**src/rtl/a4092_pkg.sv**
```systemverilog
// rtl/a4092_pkg.sv - shared types and defaults for the A4092 local bus sequencer
//
// Contents:
//   lbs_state_t        sequencer state encoding, also exported on state_dbg
//   TURN_CYCLES_DEF    default buffer turnaround length in CLK_50M cycles
//   GRANT_TIMEOUT_DEF  default SBG_n-to-MASTER_n allowance in CLK_50M cycles
package a4092_pkg;

    typedef enum logic [2:0] {
        ST_IDLE    = 3'd0,
        ST_SLAVE   = 3'd1,
        ST_ZREQ    = 3'd2,
        ST_ZWAIT   = 3'd3,
        ST_TURN_IN = 3'd4,
        ST_DMA     = 3'd5,
        ST_RELEASE = 3'd6
    } lbs_state_t;

    localparam int TURN_CYCLES_DEF   = 2;
    localparam int GRANT_TIMEOUT_DEF = 255;

endpackage

```
**src/rtl/sync_2ff.sv**
```systemverilog
// rtl/sync_2ff.sv - two-flop synchronizer bank with per-bit reset value
//
// Ports:
//   CLK_50M   in   clock
//   IORST_n   in   asynchronous active-low reset, loads RESET_VAL into both stages
//   d         in   WIDTH asynchronous inputs
//   q         out  WIDTH synchronized outputs (two CLK_50M cycles of latency)
module sync_2ff #(
    parameter int               WIDTH     = 1,
    parameter logic [WIDTH-1:0] RESET_VAL = '0
) (
    input  logic             CLK_50M,
    input  logic             IORST_n,
    input  logic [WIDTH-1:0] d,
    output logic [WIDTH-1:0] q
);

    logic [WIDTH-1:0] meta;

    always_ff @(posedge CLK_50M or negedge IORST_n) begin
        if (!IORST_n) begin
            meta <= RESET_VAL;
            q    <= RESET_VAL;
        end else begin
            meta <= d;
            q    <= meta;
        end
    end

endmodule

```
**src/rtl/local_bus_sequencer.sv**
```systemverilog
// rtl/local_bus_sequencer.sv - arbitrates the A4092 local bus between host slave cycles and 53C710 DMA
//
// Ports:
//   CLK_50M     in   clock
//   IORST_n     in   asynchronous active-low reset
//   slave_req   in   host cycle decoded for this card (synchronous)
//   slave_end   in   host cycle finished (synchronous)
//   SBR_n       in   SCSI bus request (asynchronous)
//   MASTER_n    in   SCSI chip drives the local bus (asynchronous)
//   Z_BG_n      in   Zorro bus grant (asynchronous)
//   z_bus_idle  in   Zorro FCS and DTACK both negated (asynchronous)
//   SBG_n       out  SCSI bus grant
//   Z_BR_n      out  Zorro bus request
//   MYBUS_n     out  card is Zorro bus master
//   slave_ok    out  slave cycle may proceed
//   turn        out  turnaround active, all transceivers off
//   grant_err   out  one-cycle pulse when a grant times out unused
//   state_dbg   out  current state encoding
module local_bus_sequencer
    import a4092_pkg::*;
#(
    parameter int TURN_CYCLES   = TURN_CYCLES_DEF,
    parameter int GRANT_TIMEOUT = GRANT_TIMEOUT_DEF,
    parameter int CNT_W         = 8
) (
    input  logic       CLK_50M,
    input  logic       IORST_n,
    input  logic       slave_req,
    input  logic       slave_end,
    input  logic       SBR_n,
    input  logic       MASTER_n,
    input  logic       Z_BG_n,
    input  logic       z_bus_idle,
    output logic       SBG_n,
    output logic       Z_BR_n,
    output logic       MYBUS_n,
    output logic       slave_ok,
    output logic       turn,
    output logic       grant_err,
    output logic [2:0] state_dbg
);

    localparam logic [CNT_W-1:0] TURN_LAST   = CNT_W'(TURN_CYCLES - 1);
    localparam logic [CNT_W-1:0] TIMEOUT_VAL = CNT_W'(GRANT_TIMEOUT);
    localparam logic [CNT_W-1:0] CNT_MAX     = '1;

    logic       sbr_s;
    logic       master_s;
    logic       zbg_s;
    logic       idle_s;

    lbs_state_t       state;
    lbs_state_t       nxt;
    logic [CNT_W-1:0] cnt;
    logic             master_seen;
    logic             timeout;

    // Active-low strobes park high, z_bus_idle parks low (bus assumed busy).
    sync_2ff #(
        .WIDTH     (4),
        .RESET_VAL (4'b1110)
    ) u_sync (
        .CLK_50M (CLK_50M),
        .IORST_n (IORST_n),
        .d       ({SBR_n, MASTER_n, Z_BG_n, z_bus_idle}),
        .q       ({sbr_s, master_s, zbg_s, idle_s})
    );

    always_comb begin
        nxt     = state;
        timeout = 1'b0;
        case (state)
            ST_IDLE: begin
                // The host cycle is already on the bus, so it beats a new DMA request.
                if (slave_req)   nxt = ST_SLAVE;
                else if (!sbr_s) nxt = ST_ZREQ;
            end
            ST_SLAVE: begin
                if (slave_end) nxt = ST_IDLE;
            end
            ST_ZREQ: begin
                if (slave_req)   nxt = ST_SLAVE;
                else if (sbr_s)  nxt = ST_IDLE;
                else if (!zbg_s) nxt = ST_ZWAIT;
            end
            ST_ZWAIT: begin
                if (idle_s) nxt = ST_TURN_IN;
            end
            ST_TURN_IN: begin
                if (cnt == TURN_LAST) nxt = ST_DMA;
            end
            ST_DMA: begin
                // Tenure ends only after the chip has actually mastered and let go;
                // if SBR_n is still low the chip keeps the grant for another burst.
                if (master_seen && master_s && sbr_s) begin
                    nxt = ST_RELEASE;
                end else if (!master_seen && master_s && cnt == TIMEOUT_VAL) begin
                    nxt     = ST_RELEASE;
                    timeout = 1'b1;
                end
            end
            ST_RELEASE: begin
                if (cnt == TURN_LAST) nxt = ST_IDLE;
            end
            default: nxt = ST_IDLE;
        endcase
    end

    always_ff @(posedge CLK_50M or negedge IORST_n) begin
        if (!IORST_n) begin
            state       <= ST_IDLE;
            cnt         <= '0;
            master_seen <= 1'b0;
            SBG_n       <= 1'b1;
            Z_BR_n      <= 1'b1;
            MYBUS_n     <= 1'b1;
            slave_ok    <= 1'b0;
            turn        <= 1'b0;
            grant_err   <= 1'b0;
        end else begin
            state <= nxt;

            // Shared counter: restarts on every state change, freezes once the
            // chip has taken the bus in DMA, and saturates instead of wrapping.
            if (nxt != state) begin
                cnt <= '0;
            end else if (!(state == ST_DMA && (master_seen || !master_s)) && cnt != CNT_MAX) begin
                cnt <= cnt + 1'b1;
            end

            if (nxt != state) begin
                master_seen <= 1'b0;
            end else if (state == ST_DMA && !master_s) begin
                master_seen <= 1'b1;
            end

            // Outputs follow the next state so they switch on the same edge as the state.
            SBG_n     <= (nxt != ST_DMA);
            Z_BR_n    <= !(nxt == ST_ZREQ || nxt == ST_ZWAIT);
            MYBUS_n   <= !(nxt == ST_TURN_IN || nxt == ST_DMA);
            slave_ok  <= (nxt == ST_SLAVE);
            turn      <= (nxt == ST_TURN_IN || nxt == ST_RELEASE);
            grant_err <= timeout;
        end
    end

    assign state_dbg = state;

endmodule

```
**config.mk**
```make
export PLATFORM = sky130hd
export DESIGN_NAME = local_bus_sequencer
export DESIGN_NICKNAME = d
export VERILOG_FILES = /design/src/rtl/a4092_pkg.sv /design/src/rtl/sync_2ff.sv /design/src/rtl/local_bus_sequencer.sv
export SDC_FILE = /design/constraint.sdc
export NUM_CORES = 1
export LEC_CHECK = 0
export ABC_AREA = 1
export CAP_MARGIN = 0
export CORE_MARGIN = 2
export CORE_UTILIZATION = 40
export DETAILED_ROUTE_END_ITERATION = 10
export GPL_TIMING_DRIVEN = 0
export PLACE_DENSITY = 0.69
export SLEW_MARGIN = 20
export SYNTH_ARGS = -nofsm -noshare
export SYNTH_HDL_FRONTEND = slang
export SYNTH_SLANG_ARGS = --single-unit
```
**constraint.sdc**
```tcl
create_clock -name CLK_50M -period 1.8 [get_ports CLK_50M]
set_input_delay 0.18 -clock CLK_50M [delete_from_list [all_inputs] [get_ports CLK_50M]]
set_output_delay 0.18 -clock CLK_50M [all_outputs]
set_load 0.005 [all_outputs]
```
==> reports/results.ini, run 1 <==
[status]
status = finished, final reports clean

[setup_path]
cp_common_cell = nand2_1
critPathArrivalTime_ns = 1.89
critPathBufInv = 0
critPathKind = flop to flop
cp_data_required_time_ns = 2.03
critical-path-slowest-cell = dfrtp_1
cp_max_fo = 5
rr_worst_depth = 10
crit_path_end_kind = flop
path_delay_family = simple AND/OR/NAND/NOR gates
slowest_delay_ns = 0.42
crit_chain = ha_1 -> nand2_1 -> nor2_2 -> nand3_1 -> nand2_2 -> nand3_4 -> nand2_1 -> nand2_1 -> nand2_2 -> nor2_1
start_kind = flop
crit_cells = 10

[pwr]
p_int_w = 0.001181
p_switching_w = 0.0007997
p_clk_share_pct = 12.6
p_per_area_mw_per_mm2 = 1275
irDropWorstVdd_mv = 0.6218
swShare_pct = 40.38
power_leakage_nw = 0.7396
p_seq_share_pct = 41.5
combPwrFrac_pct = 45.8

[clock_network]
cts_tree = yes
cts.sinks = 26
h-tree-depth = 1
cts-buffers-inserted = 3
cts_buffer_depth = 2
clk_latency_ns = 0.32
cts.reportedPaths.clkPinSlew_ns = 0.14
root_buffer = clkbuf_4

[floorplanning]
die_area_mm2 = 0.003661
row_count = 20
io_pins = 17
fp.dieH_um = 60.51
fp.dieW_um = 60.51
start_util_pct = 41.84
core_mm2 = 0.003053

[final_layout]
nets = 187
n_fill_cell = 293
diodes = 0
drive_above_1_share_pct = 19.89
finalNonFillerCells = 220
syn2layout_area_growth_pct = 21.55
utilization_pct = 50.86

[timing]
fin_crit_ns = 1.658
whs_ns = 0.2425
hold_viol = 0
worst_slew_pin_slew_ns = 0.5467
drv_slew = 0
relSlewSlack_pct = 63.55
clock_skew_ns = 0.01267
fmax_mhz = 603.1
setup_violations = 0
fin_crit_sh_pct = 92.11
setup-tns-final_ns = 0

[place]
gp_congestion = 0.8372
portBuffers = 16
dp.cells = 213
place_hpwl_um = 1723

[drt]
wl_per_cell_um = 10.75
vias = 1031
ant_nets = 0
dr.pass1.iters = 4
drc = 0
route.final.wire_length_um = 2365
drtIter0Drc = 29
viasPerCell = 4.686

[yosys]
yosys_register_bits = 26
netlist_instances = 153
synthTopCellsByArea = dfrtp_1, dfstp_2, nand2_1
yosys.area.top_type = dfrtp_1
syn-num-nets = 163
synthDominantCellAreaShare_pct = 33.30
yosysWarnings = 0
syn_area_mm2 = 0.001277
seq_area_frac_synth_pct = 51.81
syn_area_per_cell_um2 = 8.350
synth_cell_types = 21

[job]
drv_cap = 0

[global_routing]
antenna_found_initial = 0
globalRoute.totalOverflow = 0
grt_max_degree = 27
grt_pass1_wl_um = 4043
grt.total_usage_pct = 14.70
grt_pass1_vias = 984

[hold_path]
min_path_cells = 1
min_path_type = input port to flop

==> synth_stat cells (all sizes together) <==
cell type and number:
nand4 4, nand3 10, nor3b 1, a21oi 4, nor2 35, dfrtp 17, inv 20, dfstp 9
xor2 5, o21ai 4, nand2 41, ha 2, nand3b 1
==> final cells by class <==
| type | instances | area, um^2 | share of cell area, % |
|---|---|---|---|
| Sequential cell | 26 | 661.9 | 42.63 |
| Tap cell | 44 | 55.05 | 3.546 |
| Clock buffer | 4 | 26.28 | 1.692 |
| Timing Repair Buffer | 18 | 172.7 | 11.12 |
| Multi-Input combinational cell | 108 | 561.8 | 36.18 |
| Inverter | 20 | 75.07 | 4.835 |
==> stage by stage <==
step	worst slack, ns	total power (W)	cell area [um^2]
2_1_floorplan	0.3700	0.001349	1277
3_3_place_gp	0.1883	0.001635	1493
3_5_place_dp	0.1532	0.001673	1493
4_1_cts	0.1241	0.001934	1519
5_1_grt	-0.009123	0.002158	1553
6_report	0.1420	0.001980	1553
==> power by group through the flow <==
stage	clock network [W]	registers [W]	logic, W
2_1_floorplan	0	0.000821	0.000528
3_3_place_gp	0	0.000824	0.000811
3_5_place_dp	0	0.000835	0.000838
4_1_cts	0.000270	0.000824	0.000840
5_1_grt	0.000286	0.000840	0.00103
6_report	0.000250	0.000823	0.000908
==> registers in the layout, indices dropped and copies added, names as in the netlist, 3 cells and up <==
register     cells
state_dbg        3
u_sync.meta      4
cnt              8
u_sync.q         4
==> final timing paths <==
| kind | from | to | slack (ns) |
|---|---|---|---|
| setup / recovery | cnt[0] | cnt[6] | 0.14 |
| hold / removal | MASTER_n | u_sync.meta[2] | 0.24 |
| setup reg to reg | cnt[0] | cnt[6] | 0.14 |
| hold reg to reg | u_sync.meta[1] | u_sync.q[1] | 0.36 |
| max in group asynchronous | IORST_n | MYBUS_n | 1.06 |
| min in group asynchronous | IORST_n | cnt[1] | 0.35 |
==> cell families after synthesis <==
| kind of cell | after synthesis | share of synthesized area, % |
|---|---|---|
| AOI/OAI and AO/OA | 8 | 4.016 |
| and+or+nand+nor | 92 | 32.91 |
| adders and majority gates | 2 | 1.959 |
| DFF | 26 | 51.81 |
| buffers and inverters | 20 | 5.876 |
| xor gates and xnor gates | 5 | 3.428 |
==> per-layer routing <==
metal  track usage, %  part of all wire [%]
met5                0                     0
met4            5.901                   1.7
met1            17.70                    45
met3            2.132                   3.9
met2            26.40                    49
==> worst register-to-register path, stage by stage, from the launching register on <==
cell     delay, ns
dfrtp_1       0.42
ha_1          0.18
nand2_1       0.11
nor2_2        0.16
nand3_1       0.10
nand2_2       0.11
nand3_4       0.10
nand2_1       0.07
nand2_1       0.11
nand2_2       0.14
nor2_1        0.05
==> placed cells by master, fill, tap and decap left out, types with 2 or more instances in the layout <==
cell              n
a21oi_1           2
a21oi_2           2
clkdlybuf4s50_1  15
o21ai_0           3
nand2_1          37
dfrtp_1          17
nand2_2           4
inv_2             3
nor2_2            5
inv_1            17
clkbuf_4          3
dfstp_2           9
nand4_1           4
nor2_1           29
nand3_1           7
xor2_1            5
nand3_2           2
==> what timing repair did <==
action,CTS,global route
hold buffers,0,1
resized for setup,0,4
endpoints found under the hold margin,0,17
endpoints found under the setup margin,0,8
setup buffers,0,1
(Power assumes the default switching activity.)
==> run 2: changes to the inputs <==
--- a/config.mk
+++ b/config.mk
@@ -11,8 +11,9 @@
 export CORE_UTILIZATION = 40
 export DETAILED_ROUTE_END_ITERATION = 10
 export GPL_TIMING_DRIVEN = 0
-export PLACE_DENSITY = 0.69
+export PLACE_DENSITY = 0.68
 export SLEW_MARGIN = 20
 export SYNTH_ARGS = -nofsm -noshare
 export SYNTH_HDL_FRONTEND = slang
+export SYNTH_HIERARCHICAL = 1
 export SYNTH_SLANG_ARGS = --single-unit
==> run 2 against run 1 <==
  * Synthesized cell count grew 5.9%
  * Maximum frequency shrank 1.4%
  * Sequential share of layout area shrank 4.4 points
  * Cell count increased by 5.9%
  * Largest power group unchanged
  * Highest routed layer unchanged
==> reports/results.ini, run 2 <==
[status]
status = finished, final reports clean  ; unchanged

[setup_path]
r2r_setup_slack_ns = 0.12  ; was 0.14 ns
crit_chain = ha_2 -> nand2_2 -> nor2_4 -> nand3_2 -> nand2_2 -> nand4_4 -> nand2_1 -> nand2_2 -> nand2_4 -> nor2_2  ; was ha_1 -> nand2_1 -> nor2_2 -> nand3_1 -> nand2_2 -> nand3_4 -> nand2_1 -> nand2_1 -> nand2_2 -> nor2_1
crit_start = cnt[0]  ; unchanged
path_delay_family = simple AND/OR/NAND/NOR gates  ; unchanged
r2r-start = cnt[0]  ; unchanged
cp_max_fo = 5  ; unchanged
critPathBufInv = 0  ; unchanged
critical-path-slowest-cell = dfrtp_1  ; unchanged
critPathKind = flop to flop  ; unchanged
cp_common_cell = nand2_2  ; was nand2_1
slowest_delay_ns = 0.41  ; was 0.42 ns
critPathArrivalTime_ns = 1.89  ; about the same
crit_cells = 10  ; unchanged
rr_worst_depth = 10  ; unchanged
start_kind = flop  ; unchanged
cp_data_required_time_ns = 2.01  ; was 2.03 ns
crit_path_end_kind = flop  ; unchanged

[yosys]
yosys_register_bits = 26  ; unchanged
seq_area_frac_synth_pct = 46.86  ; was 51.81%
yosys.area.top_type = dfrtp_1  ; unchanged
syn_area_mm2 = 0.001413  ; was 0.001277 mm^2
yosysWarnings = 6  ; was 0
synth-async-reset-ratio_pct = 100.0  ; unchanged
synthTopCellsByArea = dfrtp_1, dfstp_2, nand2_1  ; unchanged
syn_area_per_cell_um2 = 8.720  ; was 8.350 um^2
syn-num-nets = 172  ; was 163
ys.flop_type = dfrtp_1  ; unchanged
yosysMostFrequentCell = nand2_1  ; unchanged
synth_edf_count = 0  ; unchanged
synth_cell_types = 22  ; was 21
synthDominantCellAreaShare_pct = 30.12  ; was 33.30%
synth_commonest_cells = nand2_1, inv_1, dfrtp_1  ; was nand2_1, nor2_1, dfrtp_1, inv_1, dfstp_2
netlist_instances = 162  ; was 153

[floorplanning]
core_mm2 = 0.003363  ; was 0.003053 mm^2
fp.dieH_um = 63.43  ; was 60.51 um
start_util_pct = 42.00  ; was 41.84%
die_area_mm2 = 0.004023  ; was 0.003661 mm^2
fp.dieW_um = 63.43  ; was 60.51 um
io_pins = 17  ; unchanged
row_count = 21  ; was 20

[pwr]
irDropWorstVdd_mv = 0.5704  ; was 0.6218 mV
p_per_area_mw_per_mm2 = 1337  ; was 1275 mW/mm^2
power_leakage_nw = 0.7974  ; was 0.7396 nW

[timing]
worst_slew_pin_slew_ns = 0.5529  ; was 0.5467 ns
whs_ns = 0.2581  ; was 0.2425 ns
drv_slew = 0  ; unchanged
fmax_mhz = 594.7  ; was 603.1 MHz
hold_viol = 0  ; unchanged
relSlewSlack_pct = 63.14  ; was 63.55%
setup_ws_ns = 0.1185  ; was 0.1420 ns
setup_violations = 0  ; unchanged
fin_crit_ns = 1.681  ; was 1.658 ns
clock_skew_ns = 0.009071  ; was 0.01267 ns
fin_crit_sh_pct = 93.41  ; was 92.11%

[drt]
wl_per_cell_um = 10.55  ; was 10.75 um
dr.pass1.iters = 4  ; unchanged
ant_nets = 0  ; unchanged
viasPerCell = 4.562  ; was 4.686
drtIter0Drc = 27  ; was 29
vias = 1063  ; was 1031
route.final.wire_length_um = 2457  ; was 2365 um
drc = 0  ; unchanged

[place]
place_hpwl_um = 1775  ; was 1723 um
gp_congestion = 0.8019  ; was 0.8372
dp_slack_ns = 0.07018  ; was 0.1532 ns
portBuffers = 16  ; unchanged

[clock_network]
root_buffer = clkbuf_4  ; unchanged
cts.reportedPaths.clkPinSlew_ns = 0.12  ; was 0.14 ns
cts-buffers-inserted = 3  ; unchanged
cts_tree = yes  ; unchanged
cts.sinks = 26  ; unchanged
clk_latency_ns = 0.32  ; about the same
h-tree-depth = 1  ; unchanged
cts_buffer_depth = 2  ; unchanged

[final_layout]
diodes = 0  ; unchanged
drive_above_1_share_pct = 32.62  ; was 19.89%
top_register = cnt  ; unchanged
final_common_cell = nand2_1  ; unchanged
nets = 198  ; was 187
reg_top3 = cnt (8), u_sync/meta (4), u_sync/q (4)  ; was cnt (8), u_sync.meta (4), u_sync.q (4)
final_cell_mix = nand2_1, inv_1, dfrtp_1  ; was nand2_1, nor2_1, inv_1, dfrtp_1, clkdlybuf4s50_1
syn2layout_area_growth_pct = 22.59  ; was 21.55%
largest_reg_flops = 8  ; unchanged
utilization_pct = 51.49  ; was 50.86%

[global_routing]
grt_pass1_wl_um = 4195  ; was 4043 um
globalRoute.totalOverflow = 0  ; unchanged
grt_max_degree = 27  ; unchanged
grt.total_usage_pct = 13.10  ; was 14.70%
grt_pass1_vias = 1017  ; was 984
antenna_found_initial = 0  ; unchanged

[job]
drv_cap = 0  ; unchanged

[hold_path]
min_path_type = input port to flop  ; unchanged
hold_start = Z_BG_n  ; was MASTER_n
min_path_cells = 1  ; unchanged

[run 2: changes by cell type in the layout (fill, tap and decap cells not counted), sizes merged, moves of 2 or more]
| cell | delta |
|---|---|
| inv | +4 |
| nand3 | +4 |
| nor2 | -4 |
| buf | +2 |
| nand2 | +7 |
[run 2: power breakdown]
group          switching [W]  total [W]  internal [W]
sequential          0.000109   0.000828      0.000719
clock               0.000160   0.000247     0.0000866
combinational       0.000744    0.00124      0.000496
[run 2: cells by family after synthesis]
kind of cell    synth area share, %
buf+inv                       6.377
fa+ha+maj                     1.771
xor+xnor                      3.100
simple gates                  37.82
compound gates                4.074
flops                         46.86
[run 2: layer usage]
layer	track usage, %	wire, um	vias to the layer above
met3	3.393	81	2
met1	15.10	1070	490
met5	0	0	-
met4	4.076	15	0
li1	-	-	551
met2	23.55	1289	20
[run 2: timing repair]
item / in CTS / in global routing
setup buffers: 0 / 3
endpoints found under the hold margin: 0 / 17
endpoints found under the setup margin: 0 / 9
gates resized for setup: 0 / 9
hold buffers: 0 / 1
[run 2: area by class of cell]
class                      count  area [um^2]
fill                         328         1632
multi-input combinational    113        708.2
sequential                    26        661.9
timing repair buffer          20        187.7
inverter                      24        90.09
tap                           46        57.56
clock buffer                   4        26.28
[run 2: stage by stage]
| stage | setup TNS (ns) | total power (W) | area (um^2) | instances |
|---|---|---|---|---|
| 4_1_cts | 0 | 0.002158 | 1657 | 228 |
| 3_3_place_gp | 0 | 0.001869 | 1630 | 224 |
| 3_5_place_dp | 0 | 0.001901 | 1630 | 224 |
| 5_1_grt | -0.007484 | 0.002524 | 1732 | 233 |
| 2_1_floorplan | 0 | 0.001561 | 1413 | 162 |
| 6_report | 0 | 0.002315 | 1732 | 233 |
[run 2: worst paths after layout]
| check | end |
|---|---|
| setup / recovery | cnt[7] |
| hold / removal | u_sync/meta[1] |
| setup reg to reg | cnt[7] |
| hold reg to reg | u_sync/q[3] |
| max in group asynchronous | u_sync/meta[2] |
| min in group asynchronous | u_sync/q[0] |
